`config.mk`:
```
export PLATFORM = sky130hd
export DESIGN_NAME = warbler_ctrl
export DESIGN_NICKNAME = d
export VERILOG_FILES = /design/src/rtl/warbler_pkg.sv /design/src/rtl/warbler_ks_pack.sv /design/src/rtl/warbler_ctrl.sv
export SDC_FILE = /design/constraint.sdc
export NUM_CORES = 1
export LEC_CHECK = 0
export ABC_AREA = 1
export BUFFER_PORTS_ARGS = -buffer_cell sky130_fd_sc_hd__buf_2
export CAP_MARGIN = 20
export CORE_ASPECT_RATIO = 1.2
export CORE_MARGIN = 8
export CORE_UTILIZATION = 35
export DETAILED_ROUTE_END_ITERATION = 7
export GPL_TIMING_DRIVEN = 0
export HOLD_SLACK_MARGIN = 0.02
export MAX_ROUTING_LAYER = met4
export PLACE_DENSITY = 0.65
export SLEW_MARGIN = 20
export SYNTH_ARGS = -nofsm -noshare
export SYNTH_HDL_FRONTEND = slang
export SYNTH_HIERARCHICAL = 1
export SYNTH_SLANG_ARGS = --single-unit
```
`constraint.sdc`:
```
create_clock -name clk -period 2.9 [get_ports clk]
set_input_delay 0 -clock clk [delete_from_list [all_inputs] [get_ports clk]]
set_output_delay 0 -clock clk [all_outputs]
set_load 0.005 [all_outputs]
```
`src/rtl/warbler_pkg.sv`:
```
// warbler_pkg: shared state encoding and NLFSR3 geometry for the warbler controller
package warbler_pkg;
  typedef enum logic [1:0] {IDLE, LOAD, INIT, RUN} state_t;
  localparam int NLFSR_STAGES = 6;
  localparam int NLFSR_W = 5;
  localparam int SEED_W = NLFSR_STAGES * NLFSR_W;
endpackage

```
`src/rtl/warbler_ks_pack.sv`:
```
// warbler_ks_pack: MSB-first keystream bit packer with a valid/ready output word register
module warbler_ks_pack #(
  parameter int KS_W = 8
) (
  input  logic            clk,
  input  logic            rst,
  input  logic            i_clr,
  input  logic            i_sample,
  input  logic            i_bit,
  input  logic            i_ready,
  output logic            o_stall,
  output logic            o_valid,
  output logic [KS_W-1:0] o_data
);
  localparam int CW = $clog2(KS_W);
  localparam logic [CW-1:0] LAST = CW'(KS_W - 1);
  logic [CW-1:0]   r_cnt;
  logic [KS_W-2:0] r_sh;
  logic            r_valid;
  logic [KS_W-1:0] r_data;
  logic            w_full;
  logic            w_done;
  logic [KS_W-1:0] w_word;
  assign w_full  = r_cnt == LAST;
  assign w_word  = {r_sh, i_bit};
  assign w_done  = i_sample & w_full;
  assign o_stall = w_full & r_valid & ~i_ready;
  assign o_valid = r_valid;
  assign o_data  = r_data;
  // shift in sampled bits; on the last bit hand the word over, a word landing while the old one drains keeps valid high
  always_ff @(posedge clk or posedge rst) begin
    if (rst) begin
      r_cnt   <= '0;
      r_sh    <= '0;
      r_valid <= 1'b0;
      r_data  <= '0;
    end else if (i_clr) begin
      r_cnt   <= '0;
      r_valid <= 1'b0;
    end else begin
      if (i_sample) begin
        r_sh  <= w_word[KS_W-2:0];
        r_cnt <= w_full ? '0 : r_cnt + CW'(1);
      end
      r_valid <= w_done | (r_valid & ~i_ready);
      if (w_done) r_data <= w_word;
    end
  end
endmodule

```
`src/rtl/warbler_ctrl.sv`:
```
// warbler_ctrl: seeds and steps an external NLFSR3 and packs its keystream bits into words
module warbler_ctrl import warbler_pkg::*; #(
  parameter int INIT_ROUNDS = 30,
  parameter int KS_W = 8
) (
  input  logic               clk,
  input  logic               rst,
  input  logic               seed_valid,
  output logic               seed_ready,
  input  logic [SEED_W-1:0]  seed,
  input  logic               abort,
  input  logic [NLFSR_W-1:0] tk_i,
  output logic               load,
  output logic               init,
  output logic               nlfsr3_ce,
  output logic [NLFSR_W-1:0] d3,
  output logic [NLFSR_W-1:0] tk,
  input  logic               warbler_bit,
  output logic               ks_valid,
  input  logic               ks_ready,
  output logic [KS_W-1:0]    ks_data,
  output logic               busy
);
  localparam logic [7:0] LAST_LOAD = 8'(NLFSR_STAGES - 1);
  localparam logic [7:0] LAST_INIT = 8'(INIT_ROUNDS - 1);
  state_t            r_state;
  state_t            w_next;
  logic [7:0]        r_cnt;
  logic [7:0]        w_cnt_nx;
  logic [SEED_W-1:0] r_seed;
  logic              w_stall;
  assign busy = r_state != IDLE;
  assign tk   = tk_i;
  // state and phase counter; the seed shifts up one chunk per LOAD cycle so d3 always reads the top chunk
  always_ff @(posedge clk or posedge rst) begin
    if (rst) begin
      r_state <= IDLE;
      r_cnt   <= '0;
      r_seed  <= '0;
    end else begin
      r_state <= w_next;
      r_cnt   <= w_cnt_nx;
      if (seed_valid & seed_ready & ~abort) r_seed <= seed;
      else if (r_state == LOAD) r_seed <= r_seed << NLFSR_W;
    end
  end
  // next state and NLFSR3 controls; abort overrides every transition
  always_comb begin
    w_next     = r_state;
    w_cnt_nx   = r_cnt;
    seed_ready = 1'b0;
    load       = 1'b0;
    init       = 1'b0;
    nlfsr3_ce  = 1'b0;
    d3         = '0;
    case (r_state)
      IDLE: begin
        seed_ready = 1'b1;
        if (seed_valid) w_next = LOAD;
      end
      LOAD: begin
        load      = 1'b1;
        nlfsr3_ce = 1'b1;
        d3        = r_seed[SEED_W-1 -: NLFSR_W];
        w_cnt_nx  = r_cnt == LAST_LOAD ? 8'd0 : r_cnt + 8'd1;
        if (r_cnt == LAST_LOAD) w_next = INIT;
      end
      INIT: begin
        init      = 1'b1;
        nlfsr3_ce = 1'b1;
        w_cnt_nx  = r_cnt == LAST_INIT ? 8'd0 : r_cnt + 8'd1;
        if (r_cnt == LAST_INIT) w_next = RUN;
      end
      RUN: nlfsr3_ce = ~w_stall;
      default: w_next = IDLE;
    endcase
    if (abort) begin
      w_next   = IDLE;
      w_cnt_nx = '0;
    end
  end
  warbler_ks_pack #(.KS_W(KS_W)) u_pack (
    .clk      (clk),
    .rst      (rst),
    .i_clr    (abort),
    .i_sample ((r_state == RUN) & nlfsr3_ce),
    .i_bit    (warbler_bit),
    .i_ready  (ks_ready),
    .o_stall  (w_stall),
    .o_valid  (ks_valid),
    .o_data   (ks_data)
  );
endmodule

```
# --- Word-level counts from Yosys, hierarchy flattened ---
# Index checks and enable logic that the tools add are counted.
word_totals:
  reg_bits: 59
  in_bits: 41
  output_inout_bits: 24
  wordCells: 59
classes:
  add_sub_neg: 2
  eq_ne: 9
  muxes: 20
  bitwise: 11
  n_reduce_logical: 10
ops:
  columns: ["cell", "n"]
  rows:
  - ["$mux 30", 2]
  - ["$mux 8", 3]
  - ["$pmux 8 s2", 1]
  - ["$mux 3", 3]
  - ["$add 8x1->8 const B", 1]
  - ["$eq 8x3->1 const B", 1]
  - ["$eq 8x5->1 const B", 1]
  - ["$mux 2", 4]
  - ["$and 1x1->1", 7]
  - ["$ne 3x3->1 const B", 2]
  - ["$pmux 2 s3", 1]
  - ["$reduce_bool 2->1", 3]
  - ["$mux 5", 1]
  - ["$eq 2x2->1 const B", 2]
  - ["$mux 1", 4]
  - ["$reduce_and 2->1", 2]
  - ["$reduce_and 4->1", 1]
  - ["$reduce_bool 4->1", 1]
  - ["$add 3x1->3 const B", 1]
  - ["$eq 3x3->1 const B", 1]
  - ["$ne 3x2->1 const B", 1]
  - ["$not 1->1", 3]
  - ["$reduce_bool 3->1", 1]
  - ["$eq 2x1->1 const B", 1]
  - ["4 further kinds", 4]

# --- Logic depth before layout (Yosys ltp) ---
# Gate-level depths: netlist (run 1).
logic_depth:
  word_depth: 9
  depth_mapped: 12
  mapped_depth_nobuf: 11

# --- Cells and area by module ---
# Netlist (run 1), hierarchy kept.
by_module_without_submodules:
  columns: ["module", "instances", "cells_per_inst", "area_per_inst_um2", "seq_area_each_um2"]
  rows:
  - ["warbler_ctrl", 1, 287, 2205.9, 1001.0]
  - ["warbler_ks_pack", 1, 89, 804.5, 475.5]

# --- Least setup slack after synthesis (run 1) ---
# No wires, ideal clock.
synth_timing:
  kind: "register to register"
  startpoint: "register u_pack.r_cnt[0]"
  endpoint: "register u_pack.r_data[0] (netlist: u_pack/o_data[0])"
  setup_ns: 0.117
  arrival_ns: 1.814
  required_time_ns: 2.783
  path_slack_ns: 0.969
  stages_incl_launch_ff: 13
  n_path_buf: 2
  period_less_slack_ns: 1.931
  cell_sequence: "dfrtp_1 ha_1 ha_1 buf_2 nand2_1 nor2_1 nor2_1 nor2_1 nor3_1 buf_4 nand3_4 nand2_1 nand2_1"
synth_between:
  elab_chain_len: 8
synth_lines:
  columns: ["item", "line", "source"]
  rows:
  - ["start, declared", "warbler_ks_pack.sv:17", "logic [CW-1:0] r_cnt;"]
  - ["start signal, assigned", "warbler_ks_pack.sv:43", "r_cnt <= w_full ? '0 : r_cnt + CW'(1);"]
  - ["$eq 3x3->1", "warbler_ks_pack.sv:24", "assign w_full = r_cnt == LAST;"]
  - ["$and 1x1->1 (2 in series)", "warbler_ks_pack.sv:27", "assign o_stall = w_full & r_valid & ~i_ready;"]
  - ["named net w_stall", "warbler_ctrl.sv:31", "logic w_stall;"]
  - ["$not 1->1", "warbler_ctrl.sv:74", "RUN: nlfsr3_ce = ~w_stall;"]
  - ["$pmux 1 s2", "warbler_ctrl.sv:56", "case (r_state)"]
  - ["$and 1x1->1", "warbler_ctrl.sv:86", ".i_sample ((r_state == RUN) & nlfsr3_ce),"]
  - ["$and 1x1->1", "warbler_ks_pack.sv:26", "assign w_done = i_sample & w_full;"]
  - ["$reduce_and 2->1 (no source line)", null, null]
  - ["end signal, assigned", "warbler_ks_pack.sv:46", "if (w_done) r_data <= w_word;"]
  - ["end, declared", "warbler_ks_pack.sv:20", "logic [KS_W-1:0] r_data;"]
# The timed path passes the listed nets, and every way through them passes these cells.
# A chain may end at the register's enable or synchronous reset.

# --- Final worst setup path (run 1) ---
layout_timing:
  startpoint: "register r_state[0]"
  endpoint: "register u_pack.r_data[4] (netlist: u_pack/o_data[4])"
layout_between:
  elab_chain_len: 6
  elab_cells_between_ends: 8
  cone_classes: "eq/ne: 3; mux: 1; bitwise: 2; reduce/logical: 2"
layout_lines:
  columns: ["item", "line", "source"]
  rows:
  - ["start, declared", "warbler_ctrl.sv:26", "state_t r_state;"]
  - ["start signal, assigned", "warbler_ctrl.sv:41", "r_state <= w_next;"]
  - ["$eq 2x1->1 or $eq 2x2->1 (tied branches)", "warbler_ctrl.sv:56", null]
  - ["$reduce_or 2->1 (no source line)", null, null]
  - ["$pmux 1 s2", "warbler_ctrl.sv:56", null]
  - ["$and 1x1->1 *", "warbler_ctrl.sv:86", null]
  - ["$and 1x1->1 *", "warbler_ks_pack.sv:26", null]
  - ["$reduce_and 2->1 (no source line) *", null, null]
# Every way passes the cells marked *; elsewhere a longest branch is shown, timed or not.

==> results.toml, run 1 <==
[run_status]
run_status = "completed"

[clock_tree]
numCtsBuffers = 9
htree_num_levels = 3
tritoncts = "yes"
clock_sinks = 59
root_buffer = "clkbuf_8"
cts.path.max_buffers = 2
ctsResizeCount = 0
clk_pin_slew_worst_paths_ns = 0.07
insertion_delay_ns = 0.34

[sta]
timing.final.setup_violations = 0
max_freq_mhz = 444.9
setup_repair_after_global_routing_missed_its_margin = "false"
final.period_utilization = 0.7751
slew_headroom = 0.5015
final_critical_path_setup_slack_ns = 0.6523
finalHoldViolations = 0
timing_worst_slew_pin_value_ns = 0.7470
setup_tns_ns = 0
skew_ns = 0.01444
report.final.slew_viol_count = 0
period_needed_ns = 2.248

[place]
placed_cells_incl_taps = 553
dp_hpwl_mm = 5.503
finalWeightedCongestion = 0.8281
io_buffers = 59
place_worst_setup_slack_ns = 0.6982

[logic_synthesis]
ys_warn_count = 6
yosys.cell_count.top_type = "nand2_1"
post-synth-top-area-cell = "dfrtp_1"
synthCells = 376
netlist_area_mm2 = 0.003010
most_used_standard_cells_in_the_synthesized_netlist = "nand2_1, dfrtp_1, nand3_1"
synth.top_cells.by_area = "dfrtp_1, nand2_1, nand3_1, nand4_1, inv_1"
yosysSeqAreaShare = 0.4904
synthesis.area_per_instance_um2 = 8.006
postSynthNetCount = 425
synthFlopType = "dfrtp_1"
synthArstFlopShare = 1.000
synth.top_cell.area_share = 0.4904
post_synth_num_cell_types = 24
synth-edff-count = 0
ys_ff_latch = 59

[cells_and_area]
final_layout_size_suffix_gt1_frac = 0.2190
num-nets-final = 529
syn2layout_area_growth_pct = 32.46
seq_area_mm2 = 0.001476
layout.cells.non_filler = 602
multi_input_combinational_cell_area_mm2 = 0.001266
n_fill_cell = 842

[floorplanning]
rows = 37
die_h_um = 117.6
pin_count = 65
floorplan.initialDensity = 0.3553
fp.dieArea_mm2 = 0.01184
die_x_um = 100.7
floorplan.core_area_mm2 = 0.008472

[drt]
drt_iter0_markers = 191
routed_via_density = 4.706
ant_nets = 0
vias = 2833
drt_pass1_iterations = 4
wl_per_cell_um = 13.16
drt_wl_total_mm = 7.922
drc = 0

[power_and_ir_drop]
switching_portion_of_total_power = 0.3693
combinationalPowerShare = 0.350
power.density_mw_per_mm2 = 746.2
power.clock.fraction = 0.240
p_int_uw = 1876
leakage_uw = 0.002081
switching_power_uw = 1099
power_uw = 2975
p_seq_frac = 0.410
power.ir.vdd_worst_mv = 0.4885

[worst_setup_path]
worst-r2r-setup-slack_ns = 0.65
worstSetupStartpointType = "flop"
timing_worst_setup_path_type = "reg -> reg"
endpoint_kind = "flop"
worstPathArrival_ns = 2.48
critPathMaxFanout = 10
worstPathRequired_ns = 3.13

[grt]
grt_max_degree = 34
grt_use_met1 = 0.1749
gr-usage-met3 = 0.03195
global_route.usage.total = 0.1426
number_of_global_route_vias_before_repair = 2779
grt_pass1_wl_mm = 13.25
grtUsageMet2 = 0.2207
grt_most_used_layer = "met2"
grt_overflow = 0
antenna_found_initial = 1

[job]
max-cap-violations = 0

[min_path]
holdCritPathClass = "in -> reg"
[layer usage]
layer | up-vias | share of wire
met3 | 6 | 0.044
met2 | 69 | 0.49
met1 | 1319 | 0.46
met4 | 0 | 0.015
met5 | - | 0
li1 | 1439 | -
[flip-flops by register name, indices dropped and copies added, names as in the netlist]
register        cells
r_seed             30
r_cnt               8
u_pack/o_data       8
u_pack/r_sh         7
u_pack/r_cnt        3
r_state             2
u_pack/o_valid      1
[power by group through the flow]
stage	combinational (uW)	clock, uW	sequential [uW]
after floorplan	734	0	1190
after global placement	979	0	1220
after detailed placement	1010	0	1230
after CTS	1050	731	1220
after global routing	1180	773	1250
final	1040	715	1220
[stage by stage]
step	hold WS, ns	util	area, um^2
3_5_place_dp	-0.04078	0.4098	3472
5_1_grt	0.1232	0.4707	3988
4_1_cts	0.06954	0.4704	3985
2_1_floorplan	-0.04887	-	3010
6_report	0.08344	0.4707	3988
3_3_place_gp	0.1639	0.4075	3452
[cell type report]
class                   count  area share
diodes                      1   0.0006276
plain buffers              25     0.03420
clock buffers              10     0.03200
clock inverters             5     0.01381
inverters                  35     0.03295
multi-input cells         257      0.3175
flip-flops and latches     59      0.3703
well taps                 117     0.03671
repair buffers             93      0.1619
[worst max-delay path, stage by stage, from the launching register on]
cell	delay, ns
dfrtp_1	0.40
inv_1	0.09
ha_1	0.24
clkbuf_2	0.17
clkbuf_1	0.29
nor3_1	0.39
buf_4	0.26
nand3_4	0.15
nand2_1	0.10
nand2_1	0.04
[path summary, 6_finish.rpt]
| path | cells after the start | start | endpoint |
|---|---|---|---|
| setup reg to reg | 9 | r_state[0] | u_pack/o_data[4] |
| hold / removal | 4 | abort | r_state[1] |
| min in group asynchronous | 3 | rst | r_state[0] |
| setup / recovery | 9 | r_state[0] | u_pack/o_data[4] |
| max in group asynchronous | 3 | rst | u_pack/o_data[5] |
| hold reg to reg | 2 | u_pack/o_data[4] | u_pack/o_data[4] |
[cells by family (layout without fill, tap and decap cells)]
family | after synthesis | after routing | synth area share
AOI/OAI and AO/OA | 28 | 28 | 0.05278
xor gates and xnor gates | 2 | 2 | 0.005820
adders and majority gates | 8 | 8 | 0.03325
buffers and inverters | 60 | 168 | 0.08895
DFF | 59 | 59 | 0.4904
other | 0 | 1 | 0
and+or+nand+nor | 219 | 219 | 0.3288
[what timing repair did]
item                      4_1_cts  5_1_grt
setup buffers                   0        0
hold buffers                   33        0
hold endpoints to repair       92        0
[placed cells by master, fill, tap and decap left out]
| cell type | count |
|---|---|
| buf_12 | 1 |
| dlygate4sd3_1 | 33 |
| clkinvlp_4 | 2 |
| o21ai_1 | 5 |
| nand3_2 | 2 |
| clkbuf_1 | 8 |
| dfrtp_1 | 59 |
| ha_1 | 8 |
| a31oi_1 | 15 |
| nand3_4 | 1 |
| buf_2 | 65 |
| nand3_1 | 42 |
| nand2_1 | 109 |
| nand4_1 | 26 |
| xor2_1 | 2 |
| nand2_2 | 5 |
| a21oi_1 | 4 |
| inv_1 | 29 |
| nor2_1 | 29 |
| clkinv_2 | 2 |
| nor2_2 | 2 |
| diode_2 | 1 |
| buf_1 | 2 |
| bufinv_16 | 1 |
| clkbuf_2 | 1 |
| inv_2 | 6 |
| nor3_1 | 2 |
| o21ai_0 | 4 |
| buf_4 | 9 |
| clkbuf_8 | 9 |
| nand3b_1 | 1 |
No activity file was read; power rests on OpenSTA's default activity.
==> run 2: changes to the inputs <==
--- a/config.mk
+++ b/config.mk
@@ -5,7 +5,7 @@
 export SDC_FILE = /design/constraint.sdc
 export NUM_CORES = 1
 export LEC_CHECK = 0
-export ABC_AREA = 1
+export ABC_AREA = 0
 export BUFFER_PORTS_ARGS = -buffer_cell sky130_fd_sc_hd__buf_2
 export CAP_MARGIN = 20
 export CORE_ASPECT_RATIO = 1.2
@@ -15,7 +15,7 @@
 export GPL_TIMING_DRIVEN = 0
 export HOLD_SLACK_MARGIN = 0.02
 export MAX_ROUTING_LAYER = met4
-export PLACE_DENSITY = 0.65
+export PLACE_DENSITY = 0.68
 export SLEW_MARGIN = 20
 export SYNTH_ARGS = -nofsm -noshare
 export SYNTH_HDL_FRONTEND = slang
==> constraint.sdc (replaced) <==
create_clock -name clk -period 1.9 [get_ports clk]
set_input_delay 0 -clock clk [delete_from_list [all_inputs] [get_ports clk]]
set_output_delay 0 -clock clk [all_outputs]
set_load 0.005 [all_outputs]
==> results.toml, run 2 <==
[logic_synthesis]
synthesis.area_per_instance_um2 = 10.76
combinational_family_with_the_most_area_after_synthesis = "multiplexers"
synthCells = 267
yosys.cell_count.top_type = "dfrtp_1"
netlist_area_mm2 = 0.002874
synth.top_cells.by_area = "dfrtp_1, mux2i_1, nand2_1, o21ai_0, mux2_4"
yosys.area_share.xor_xnor = 0.01828
synth-edff-count = 0
synthArstFlopShare = 1.000
area_share_of_fa_ha_maj_cells_after_synthesis = 0.03483
ys_ff_latch = 59
post-synth-top-area-cell = "dfrtp_1"
post_synth_num_cell_types = 38
most_used_standard_cells_in_the_synthesized_netlist = "dfrtp_1, nand2_1, mux2i_1, o21ai_0, nor2_1"
synth_simple_gate_area_frac = 0.1424
synth.top_cell.area_share = 0.5137
yosysSeqAreaShare = 0.5137
synth_compound_gate_area_share = 0.08010
postSynthNetCount = 316
ys_warn_count = 6
synth.area.mux_share = 0.1620
synthFlopType = "dfrtp_1"

[worst_setup_path]
timing_worst_setup_path_type = "reg -> reg"
crit_family = "simple AND/OR/NAND/NOR gates"
timing.reg2reg.worst_path_depth = 6
worstPathRequired_ns = 2.13
worst-r2r-setup-slack_ns = 0.04
worstPathBufferInverterCount = 1
crit-reg2reg-launch = "r_cnt[1]"
critPathMaxFanout = 3
crit_path_cell_trace = "inv_1, ha_1, nand4bb_1, or4_4, a31o_1, a22o_1"
worstPathArrival_ns = 2.09
worstSetupStartpointType = "flop"
cp_slowest_cell = "or4_4"
worst_r2r_endpoint = "r_state[0]"
crit_path_start = "r_cnt[1]"
endpoint_kind = "flop"
critical_path_cell_count = 6
crit_end = "r_state[0]"
critical_path.max_stage_delay_ns = 0.53

[cells_and_area]
num-nets-final = 431
largest_register_ffs = 30
final_layout_size_suffix_gt1_frac = 0.3463
layout_commonest_cell = "buf_2"
antenna_cells_inserted = 0
top_register = "r_seed"
fin_area_mm2 = 0.003970
syn2layout_area_growth_pct = 38.14
layout_common_cells = "buf_2, dfrtp_1, nand2_1"
n_fill_cell = 717

[floorplanning]
die_x_um = 98.72
pin_count = 65
rows = 36
floorplan.initialDensity = 0.3565
floorplan.core_area_mm2 = 0.008063
die_h_um = 115.3
fp.dieArea_mm2 = 0.01138

[place]
io_buffers = 59
finalWeightedCongestion = 0.8177
placement.cell_area_mm2 = 0.003331
dp_hpwl_mm = 4.584
place_worst_setup_slack_ns = -0.1642

[clock_tree]
insertion_delay_ns = 0.34
root_buffer = "clkbuf_8"
tritoncts = "yes"
cts.path.max_buffers = 2
numCtsBuffers = 9
htree_num_levels = 3
clk_pin_slew_worst_paths_ns = 0.06
clock_sinks = 59

[grt]
grt_pass1_wl_mm = 11.12
number_of_global_route_vias_before_repair = 2368
global_route.usage.total = 0.1261
grt_max_degree = 37
grt_overflow = 0
antenna_found_initial = 0

[drt]
vias = 2305
drc = 0
wl_per_cell_um = 13.80
routed_via_density = 4.782
drt_iter0_markers = 66
ant_nets = 0
drt_pass1_iterations = 4
drt_wl_total_mm = 6.654

[sta]
period_needed_ns = 1.863
final.period_utilization = 0.9804
final_critical_path_setup_slack_ns = 0.03721
slew_headroom = 0.5164
skew_ns = 0.006939
finalHoldViolations = 0
max_freq_mhz = 536.8
setup_repair_after_global_routing_missed_its_margin = "true"
timing.final.setup_violations = 0
report.final.slew_viol_count = 0
timing_worst_slew_pin_value_ns = 0.7246

[power_and_ir_drop]
switching_power_uw = 1391
leakage_uw = 0.001985
power.clock.fraction = 0.226
switching_portion_of_total_power = 0.3344
power.ir.vdd_worst_mv = 0.5954
power.density_mw_per_mm2 = 1048
p_seq_frac = 0.436
p_int_uw = 2769
combinationalPowerShare = 0.338

[run_status]
run_status = "completed"

[min_path]
holdCritPathClass = "in -> async"

[job]
max-cap-violations = 0
-- run 2: power groups by stage --
stage | registers [uW] | logic (uW) | clock network [uW]
2_1_floorplan | 1760 | 908 | 0
3_5_place_dp | 1840 | 1220 | 0
5_1_grt | 1860 | 1590 | 1030
4_1_cts | 1820 | 1330 | 970
6_report | 1820 | 1410 | 939
3_3_place_gp | 1830 | 1170 | 0
-- run 2: worst min-delay path, cell delays in order --
cell and delay (ns):
dlygate4sd3_1 0.53, buf_2 0.13, inv_2 0.13
-- run 2: worst min-delay path by stage --
stage / start / slack (ns) / to / cells past startpoint
2_1_floorplan: rst / -0.05 / u_pack/o_data[0] / 1
6_report: rst / 0.10 / r_cnt[0] / 3
4_1_cts: rst / 0.10 / r_cnt[0] / 3
5_1_grt: rst / 0.12 / r_cnt[7] / 3
3_3_place_gp: rst / 0.17 / u_pack/r_cnt[1] / 2
3_5_place_dp: rst / -0.09 / r_cnt[0] / 2
-- run 2: cells by family (layout without fill, tap and decap cells) --
group                    count (synthesis)  count (layout)
AND/OR/NAND/NOR                         84              84
buffers and inverters                   28             148
adder cells (fa/ha/maj)                  8               8
multiplexers                            42              42
XOR/XNOR                                 6               6
flip-flops                              59              59
AO/OA/AOI/OAI                           40              40
-- run 2: metal layers --
| layer | vias to the layer above | global-route usage | share of wire |
|---|---|---|---|
| met1 | 1090 | 0.1501 | 0.45 |
| met2 | 61 | 0.1935 | 0.48 |
| li1 | 1138 | - | - |
| met3 | 16 | 0.02726 | 0.040 |
| met5 | - | - | 0 |
| met4 | 0 | 0.07385 | 0.028 |
-- run 2: what timing repair did --
| action | 4_1_cts | 5_1_grt |
|---|---|---|
| buffers inserted | 6 | 8 |
| pin swaps | 3 | 6 |
| endpoints found under the setup margin | 53 | 49 |
| resized for setup | 11 | 14 |
| gates cloned | 0 | 0 |
| endpoints found under the hold margin | 95 | 0 |
| hold buffers | 34 | 0 |
-- run 2: area by class of cell --
| class | count | area, um^2 | share of cell area |
|---|---|---|---|
| Timing Repair Buffer | 108 | 760.7 | 0.1916 |
| Clock inverter | 6 | 32.53 | 0.008194 |
| Sequential cell | 59 | 1476 | 0.3719 |
| Inverter | 10 | 37.54 | 0.009455 |
| Buffer | 14 | 81.33 | 0.02049 |
| Clock buffer | 10 | 127.6 | 0.03215 |
| Multi-Input combinational cell | 180 | 1335 | 0.3363 |
| Tap cell | 95 | 118.9 | 0.02994 |
-- run 2: metrics by stage --
stage | power, uW | utilization | hold WS [ns] | std cells | TNS (ns)
after floorplan | 2673 | - | -0.04887 | 267 | 0
after global placement | 3000 | 0.4106 | 0.1714 | 421 | -2.703
after detailed placement | 3057 | 0.4131 | -0.08682 | 422 | -4.342
after CTS | 4114 | 0.4815 | 0.1043 | 475 | 0
after global routing | 4476 | 0.4924 | 0.1222 | 482 | -0.7056
final | 4161 | 0.4924 | 0.1044 | 482 | 0
